`config.mk`:
```
export PLATFORM = sky130hd
export DESIGN_NAME = controller_feedback
export DESIGN_NICKNAME = d
export VERILOG_FILES = /design/src/rtl/controller_pkg.sv /design/src/rtl/controller_feedback_blink_timer.sv /design/src/rtl/controller_feedback.sv
export SDC_FILE = /design/constraint.sdc
export NUM_CORES = 1
export LEC_CHECK = 0
export CORE_MARGIN = 5
export CORE_UTILIZATION = 50
export DETAILED_ROUTE_END_ITERATION = 8
export PLACE_DENSITY = 0.74
export SLEW_MARGIN = 20
export SYNTH_ARGS = -nofsm -noshare
export SYNTH_HDL_FRONTEND = slang
export SYNTH_SLANG_ARGS = --single-unit
```
`constraint.sdc`:
```
create_clock -name clk -period 4.15 [get_ports clk]
set_clock_uncertainty 0.15 [all_clocks]
set_input_delay 0.6225 -clock clk [delete_from_list [all_inputs] [get_ports clk]]
set_output_delay 0.6225 -clock clk [all_outputs]
set_load 0.01 [all_outputs]
```
`src/rtl/controller_pkg.sv`:
```
// controller_pkg: shared types and constants for the controller GPIO blocks.
//   state_t       - feedback sequencer states (IDLE, ARMED, WIN, SHOW)
//   NUM_PLAYERS   - number of player stations on the header
//   player_id_t   - 2-bit player index, same encoding as the input block
//                   select (00 = P1 .. 11 = P4)
//   player_onehot - turns a player index into a one-hot pin vector
package controller_pkg;

    localparam int NUM_PLAYERS = 4;

    typedef logic [1:0] player_id_t;

    localparam player_id_t P1 = 2'd0;
    localparam player_id_t P2 = 2'd1;
    localparam player_id_t P3 = 2'd2;
    localparam player_id_t P4 = 2'd3;

    typedef enum logic [1:0] {
        IDLE  = 2'd0,
        ARMED = 2'd1,
        WIN   = 2'd2,
        SHOW  = 2'd3
    } state_t;

    function automatic logic [NUM_PLAYERS-1:0] player_onehot(input player_id_t id);
        player_onehot     = '0;
        player_onehot[id] = 1'b1;
    endfunction

endpackage

```
`src/rtl/controller_feedback_blink_timer.sv`:
```
// blink_timer: free-running cycle counter that produces a one-cycle tick
// every CYCLES enabled cycles.
//   clk   - system clock
//   reset - asynchronous active-high reset (counter to 0)
//   clr   - synchronous clear to 0, wins over en
//   en    - count enable; the counter holds when low
//   tick  - high in the enabled cycle where the counter sits at CYCLES-1;
//           the counter wraps to 0 on the following edge
module blink_timer #(
    parameter int CYCLES = 12500000,
    parameter int CNT_W  = 24
) (
    input  logic clk,
    input  logic reset,
    input  logic clr,
    input  logic en,
    output logic tick
);

    localparam logic [CNT_W-1:0] LAST = CNT_W'(CYCLES - 1);

    logic [CNT_W-1:0] cnt;

    assign tick = en && (cnt == LAST);

    always_ff @(posedge clk or posedge reset) begin
        if (reset) begin
            cnt <= '0;
        end else if (clr) begin
            cnt <= '0;
        end else if (en) begin
            cnt <= tick ? '0 : cnt + 1'b1;
        end
    end

endmodule

```
`src/rtl/controller_feedback.sv`:
```
// controller_feedback: drives the player-facing LEDs and buzzers of the
// controller GPIO header from game-side events.
//   clk, reset     - clock, asynchronous active-high reset
//   clear          - synchronous abort to IDLE, beats every other input
//   arm            - opens the buzz window (IDLE -> ARMED)
//   winnerValid/winnerId     - first buzzer, id latched in ARMED only
//   resultValid/resultCorrect - judged answer, latched in WIN only
//   playerLeds, playerBuzzer - pin drive, bit n = player n+1
//   busy           - high whenever the sequencer is not in IDLE
//   done           - one-cycle pulse when a result display runs to its end
//   dbg_state      - current sequencer state, for observation only
// Build option: FEEDBACK_ATTRACT_EN adds a one-hot LED chase while idle.
//
// Event inputs are single-cycle valid strobes with no ready: the block can
// always accept, and an event is either acted on in the cycle it is seen or
// dropped if the current state does not expect it.
module controller_feedback
    import controller_pkg::*;
#(
    parameter int BLINK_CYCLES = 12500000,
    parameter int BLINK_COUNT  = 6,
    parameter int CNT_W        = 24
) (
    input  logic       clk,
    input  logic       reset,
    input  logic       clear,
    input  logic       arm,
    input  logic       winnerValid,
    input  logic [1:0] winnerId,
    input  logic       resultValid,
    input  logic       resultCorrect,
    output logic [3:0] playerLeds,
    output logic [3:0] playerBuzzer,
    output logic       busy,
    output logic       done,
    output state_t     dbg_state
);

    localparam int HALF_W = (BLINK_COUNT < 2) ? 1 : $clog2(BLINK_COUNT);
    localparam logic [HALF_W-1:0] LAST_HALF = HALF_W'(BLINK_COUNT - 1);

    state_t            state, state_n;
    player_id_t        id_q, id_n;
    logic              correct_q, correct_n;
    logic [HALF_W-1:0] half_q, half_n;
    logic              phase_q, phase_n;     // blink phase, 1 = LED lit
    logic [3:0]        leds_n, buz_n;
    logic              busy_n, done_n;
    logic              tmr_clr, tmr_en, tick;

`ifdef FEEDBACK_ATTRACT_EN
    localparam logic [3:0] CHASE_START = 4'b0001;
    logic [3:0] chase_q, chase_n;
`endif

    assign dbg_state = state;

    blink_timer #(
        .CYCLES (BLINK_CYCLES),
        .CNT_W  (CNT_W)
    ) u_timer (
        .clk   (clk),
        .reset (reset),
        .clr   (tmr_clr),
        .en    (tmr_en),
        .tick  (tick)
    );

    always_comb begin
        state_n   = state;
        id_n      = id_q;
        correct_n = correct_q;
        half_n    = half_q;
        phase_n   = phase_q;
        done_n    = 1'b0;
        tmr_clr   = 1'b0;
        tmr_en    = 1'b0;
`ifdef FEEDBACK_ATTRACT_EN
        chase_n   = chase_q;
`endif
        if (clear) begin
            state_n = IDLE;
            tmr_clr = 1'b1;
            half_n  = '0;
            phase_n = 1'b0;
`ifdef FEEDBACK_ATTRACT_EN
            chase_n = CHASE_START;
`endif
        end else begin
            unique case (state)
                IDLE: begin
`ifdef FEEDBACK_ATTRACT_EN
                    tmr_en = 1'b1;
                    if (!arm && tick) chase_n = {chase_q[2:0], chase_q[3]};
`else
                    tmr_clr = 1'b1;
`endif
                    // winnerValid/resultValid are deliberately not looked at here
                    if (arm) begin
                        state_n = ARMED;
                        tmr_clr = 1'b1;
                    end
                end
                ARMED: begin
                    // A result arriving with the winner is dropped: WIN must see its own.
                    if (winnerValid) begin
                        state_n = WIN;
                        id_n    = winnerId;
                    end
                end
                WIN: begin
                    if (resultValid) begin
                        state_n   = SHOW;
                        correct_n = resultCorrect;
                        half_n    = '0;
                        phase_n   = 1'b1;
                        tmr_clr   = 1'b1;
                    end
                end
                SHOW: begin
                    tmr_en = 1'b1;
                    if (tick) begin
                        if (half_q == LAST_HALF) begin
                            state_n = IDLE;
                            done_n  = 1'b1;
                            half_n  = '0;
                            phase_n = 1'b0;
                            tmr_clr = 1'b1;
`ifdef FEEDBACK_ATTRACT_EN
                            chase_n = CHASE_START;
`endif
                        end else begin
                            half_n  = half_q + 1'b1;
                            phase_n = ~phase_q;
                        end
                    end
                end
                default: state_n = IDLE;
            endcase
        end

        // Pin values follow the state being entered so they land one edge
        // after the event that caused the transition.
        leds_n = '0;
        buz_n  = '0;
        case (state_n)
            IDLE: begin
`ifdef FEEDBACK_ATTRACT_EN
                leds_n = chase_n;
`endif
            end
            ARMED: leds_n = '1;
            WIN:   leds_n = player_onehot(id_n);
            SHOW: begin
                if (correct_n) begin
                    leds_n = phase_n ? player_onehot(id_n) : '0;
                end else begin
                    leds_n = player_onehot(id_n);
                    buz_n  = player_onehot(id_n);
                end
            end
            default: leds_n = '0;
        endcase
        busy_n = (state_n != IDLE);
    end

    always_ff @(posedge clk or posedge reset) begin
        if (reset) begin
            state        <= IDLE;
            id_q         <= P1;
            correct_q    <= 1'b0;
            half_q       <= '0;
            phase_q      <= 1'b0;
            playerLeds   <= '0;
            playerBuzzer <= '0;
            busy         <= 1'b0;
            done         <= 1'b0;
        end else begin
            state        <= state_n;
            id_q         <= id_n;
            correct_q    <= correct_n;
            half_q       <= half_n;
            phase_q      <= phase_n;
            playerLeds   <= leds_n;
            playerBuzzer <= buz_n;
            busy         <= busy_n;
            done         <= done_n;
        end
    end

`ifdef FEEDBACK_ATTRACT_EN
    always_ff @(posedge clk or posedge reset) begin
        if (reset) chase_q <= CHASE_START;
        else       chase_q <= chase_n;
    end
`endif

endmodule

```
==> flow_summary.ini, run 1 <==
[hold_path]
hold_path_class = reg2reg
hp-start = correct_q

[final_layout]
nets = 261
synthToLayoutAreaGrowth_pct = 15.8
fillers = 380
drive_gt1_share_pct = 9.13
antenna_cells = 0
stdcell_count = 304

[timing]
finalCritPeriodShare_pct = 72.5
final-max-slew-violation-count = 0
fmax_mhz = 332
hold_viol_final = 0
tightest_slew_ns = 0.998
setup_violations = 0
final.setup.tns_ns = 0
relSlewSlack_pct = 33.0
period_minus_slack_ns = 3.01
rsz0062_at_grt = no

[setup_path]
critPathCaptureType = register
critical_path_required_ns = 4.14
critPathLaunch = u_timer.cnt[8]
cp-endpoint = u_timer.cnt[6]
critPathArrivalTime_ns = 3.00
reg2reg_slack_ns = 1.14
critPathLaunchType = register
worstSetupPathType = reg2reg
worstRegToRegCells = 5
worstReg2RegStart = u_timer.cnt[8]
crit_fanout = 17
reg2reg_to = u_timer.cnt[6]

[route]
drc = 0
wl_um = 4770
wl_per_cell_um = 15.7
postRouteAntennaNets = 0
first_iter_violations = 139
num_vias = 1791
first_pass_iters = 4
viasPerCell = 5.89

[pwr]
switchingPower_uw = 216
p_total_uw = 891
p_comb_share_pct = 12.2
clockPowerShare_pct = 37.4
seq_power_share_pct = 50.4
cellPowerDensity_mw_per_mm2 = 342
switching_share_pct = 24.2
ir_drop_mv = 0.199
p_int_uw = 676
leakagePower_nw = 1.09

[place]
dp_cells = 296
gp_congestion = 0.830
io_buffers = 20
hpwl_um = 3420

[synth]
avgSynthCellArea_um2 = 9.75
yosys_warnings = 0
synthArstFlopShare_pct = 100
synthesis.nets = 241
synthFlopType = dfrtp_1
ys_ff_latch = 43
ys_types = 49
synth-edff-count = 0
syn_area_mm2 = 0.00225
ys_seq_area_share_pct = 47.8
syn_inst = 231

[clock_tree]
cts_sinks = 43
cts_root_buf = clkbuf_8
cts-hold-fix-buffers = 0
cts_max_level = 2
cts_tree = built
clock_latency_ns = 0.29
cts_resized = 0
postCtsSetupBuffers = 0
clockBufferDepth = 2
cts_made_buffers = 5
clk_pin_slew_ns = 0.08

[global_route]
first_global_vias = 1733
grt_usage_pct = 17.5
antenna_found_initial = 0
grt_first_pass_wirelength_um = 8460
grt.overflow.total = 0
grt_max_degree = 44

[floorplan]
die_w_um = 77.1
io_pins = 21
initial_core_util_pct = 51.7
core_area_mm2 = 0.00435
chipHeight_um = 77.1
rows = 24
die-area_mm2 = 0.00595

[flow_run]
drv_cap = 0

[status]
status = completed
-- cell usage after synthesis (6+ instances only) --
master    instances  area share [%]
dfrtp_1          43              48
o21ai_0           8             1.8
nand4_1           9             2.5
inv_1            11             1.8
xor2_1           12             4.7
clkbuf_1          7             1.2
a211oi_1          6             2.0
a21oi_1           8             1.8
nand3_1          12             2.7
nor3_1           11             2.4
nor2_1           26             4.3
nand2_1          16             2.7
-- cells in the final DEF, fill, tap and decap left out, types with 2 or more instances in the layout --
master	count
nand2b_1	2
a211oi_1	6
nand4b_1	3
and4_1	3
nand2_1	16
dfrtp_1	43
o21ai_0	8
nand4_1	9
nor4b_1	2
clkdlybuf4s50_1	20
nor2_1	26
or4b_2	2
nand3_1	12
a31oi_1	3
and3b_1	2
o31ai_2	2
a22o_1	2
and3_1	5
xor2_1	12
nor3_1	11
nor3b_1	2
mux2i_1	5
a21oi_1	8
clkbuf_8	6
xnor2_1	5
inv_1	10
-- area by class of cell --
type | instances | area, um^2 | share of cell area, %
Inverter | 11 | 41.3 | 1.58
Clock inverter | 2 | 35.0 | 1.34
Sequential cell | 43 | 1080 | 41.2
Clock buffer | 6 | 82.6 | 3.17
Timing Repair Buffer | 21 | 208 | 7.96
Multi-Input combinational cell | 169 | 1100 | 42.2
Tap cell | 52 | 65.1 | 2.49
-- routing by layer --
metal  wire [um]  GRT usage [%]  vias up
met2        2430           28.0       43
met1        2040           22.9      865
met3         261           4.80        6
li1            -              -      877
met5           0              0        -
met4          35           5.84        0
-- power groups by stage --
stage	logic, mW	clock network [mW]	registers (mW)
after global routing	0.121	0.364	0.453
after detailed placement	0.109	0	0.458
final	0.108	0.334	0.450
after CTS	0.109	0.342	0.450
after floorplan	0.0671	0	0.456
after global placement	0.106	0	0.458
-- critical path, cell delays in order, from the launching register on --
cell and delay, ns:
dfrtp_1 0.43, or4_4 0.54, nor4_4 0.55, nand4_2 0.29, a21oi_2 0.73, o41ai_1 0.17
-- per-stage QoR --
stage | hold slack, ns | setup WS (ns) | util, % | cell area (um^2)
final | 0.369 | 1.14 | 59.9 | 2610
after global routing | 0.387 | 0.940 | 59.9 | 2610
after CTS | 0.371 | 1.18 | 59.9 | 2610
after detailed placement | 0.351 | 1.07 | 57.2 | 2490
after global placement | 0.349 | 1.12 | 57.2 | 2490
after floorplan | 0.309 | 1.64 | - | 2250
-- sequential cells by signal, indices dropped and copies added (netlist names) --
register      cells
u_timer.cnt      24
playerBuzzer      4
playerLeds        4
half_q            3
dbg_state         2
id_q              2
busy              1
correct_q         1
done              1
phase_q           1
-- cell families after synthesis --
logic type | Yosys count | share of synthesized area [%]
simple gates | 110 | 28.4
compound gates | 35 | 10.6
flops | 43 | 47.8
mux | 6 | 2.72
fa+ha+maj | 1 | 0.555
xor+xnor | 17 | 6.61
buf+inv | 19 | 3.33
-- worst min path at each step --
| stage | endpoint | depth (start not counted) |
|---|---|---|
| global placement | correct_q | 2 |
| floorplan | correct_q | 2 |
| global route | correct_q | 2 |
| detailed placement | correct_q | 2 |
| CTS | correct_q | 2 |
| finish | correct_q | 2 |
(Power assumes the default switching activity.)
==> inputs of run 2 (changes only) <==
==> constraint.sdc (replaced) <==
create_clock -name clk -period 3.08 [get_ports clk]
set_clock_uncertainty 0.15 [all_clocks]
set_input_delay 0.462 -clock clk [delete_from_list [all_inputs] [get_ports clk]]
set_output_delay 0.462 -clock clk [all_outputs]
set_load 0.01 [all_outputs]
==> flow_summary.ini, run 2 (synthesis gave the netlist of run 1 again) <==
[status]
status = completed

[pwr]
clockPowerShare_pct = 36.6
cellPowerDensity_mw_per_mm2 = 449
p_int_uw = 893
p_comb_share_pct = 12.5
seq_power_share_pct = 50.9
switching_share_pct = 25.0
p_total_mw = 1.19
leakagePower_nw = 1.11
ir_drop_mv = 0.273
switchingPower_uw = 298

[floorplan]
rows = 24
die_w_um = 77.1
core_area_mm2 = 0.00435
io_pins = 21
die-area_mm2 = 0.00595
initial_core_util_pct = 51.7
chipHeight_um = 77.1

[global_route]
antenna_found_initial = 0
grt_first_pass_wirelength_um = 8510
grt.overflow.total = 0
first_global_vias = 1791
grt_usage_pct = 17.5
grt_max_degree = 44

[timing]
final-max-slew-violation-count = 0
final.setup.tns_ns = 0
tightest_slew_ns = 0.868
fmax_mhz = 394
finalCritPeriodShare_pct = 82.3
rsz0062_at_grt = no
hold_viol_final = 0
relSlewSlack_pct = 41.7
setup_violations = 0
period_minus_slack_ns = 2.54

[clock_tree]
postCtsSetupBuffers = 0
cts_root_buf = clkbuf_8
cts_resized = 0
clockBufferDepth = 2
clk_pin_slew_ns = 0.08
cts-hold-fix-buffers = 0
cts_sinks = 43
cts_made_buffers = 5
cts_tree = built
cts_max_level = 2
clock_latency_ns = 0.30

[route]
wl_per_cell_um = 15.5
first_pass_iters = 4
m1WireLength_um = 2130
met2_length_um = 2350
dr.max_layer_used = met4
num_vias = 1837
drc = 0
first_iter_violations = 87
wl_met3_um = 254
wl_um = 4810
viasPerCell = 5.93
postRouteAntennaNets = 0

[setup_path]
worstRegToRegCells = 6
crit_fanout = 10
critPathArrivalTime_ns = 2.57
critical_path_required_ns = 3.12
critPathLaunchType = register
critPathCaptureType = register
worstSetupPathType = reg2reg

[final_layout]
final_common_cell = dfrtp_1
nets = 267
drive_gt1_share_pct = 11.2
antenna_cells = 0
top_regs = u_timer.cnt (24), playerBuzzer (4), playerLeds (4)
largest_register_ff_count = 24
synthToLayoutAreaGrowth_pct = 17.6
final_cell_mix = 43 x dfrtp_1, 26 x nor2_1, 20 x clkdlybuf4s50_1
regMostFlops = u_timer.cnt
stdcell_area_mm2 = 0.00265

[place]
detailed_place.area_mm2 = 0.00254
gp_congestion = 0.877
io_buffers = 20
hpwl_um = 3390

[hold_path]
min_path_cells = 2
hold_path_class = reg2reg

[flow_run]
drv_cap = 0
[run 2: critical path, cell delays in order (launching register included)]
cell     delay (ns)
dfrtp_1        0.43
or4_4          0.57
nor4_4         0.30
nand4_2        0.22
a21oi_2        0.44
buf_4          0.26
nor2_1         0.07
[run 2: through the flow]
| step | util [%] | hold slack, ns | setup slack (ns) | instances |
|---|---|---|---|---|
| 2_1_floorplan | - | 0.309 | 0.691 | 231 |
| 3_3_place_gp | 58.2 | 0.349 | 0.340 | 302 |
| 3_5_place_dp | 58.2 | 0.355 | 0.291 | 302 |
| 4_1_cts | 60.8 | 0.373 | 0.545 | 310 |
| 5_1_grt | 60.8 | 0.391 | 0.301 | 310 |
| 6_report | 60.8 | 0.374 | 0.544 | 310 |
[run 2: worst paths after layout]
path                       slack [ns]              end           start
setup / recovery                 0.54   u_timer.cnt[8]  u_timer.cnt[7]
hold / removal                   0.37        correct_q       correct_q
setup reg to reg                 0.54   u_timer.cnt[8]  u_timer.cnt[7]
hold reg to reg                  0.37        correct_q       correct_q
max in group asynchronous        1.95  u_timer.cnt[19]           reset
min in group asynchronous        0.46   u_timer.cnt[5]           reset
[run 2: cell type report]
cell class                 count  area (um^2)
clock inverter                 3         43.8
sequential                    43         1080
fill                         375         1710
tap                           52         65.1
inverter                      11         41.3
clock buffer                   5         68.8
multi-input combinational    169         1100
timing repair buffer          27          253
[run 2: metal layers]
metal  vias to the layer above  GRT usage (%)
li1                        885              -
met1                       899           21.9
met2                        44           28.5
met3                         9           5.39
met4                         0           6.01
met5                         -              0
[run 2: power groups by stage]
stage          clock network [mW]  registers, mW  logic, mW
2_1_floorplan                   0          0.614     0.0904
3_3_place_gp                    0          0.617      0.148
3_5_place_dp                    0          0.617      0.150
4_1_cts                     0.451          0.606      0.151
5_1_grt                     0.478          0.609      0.167
6_report                    0.436          0.606      0.149
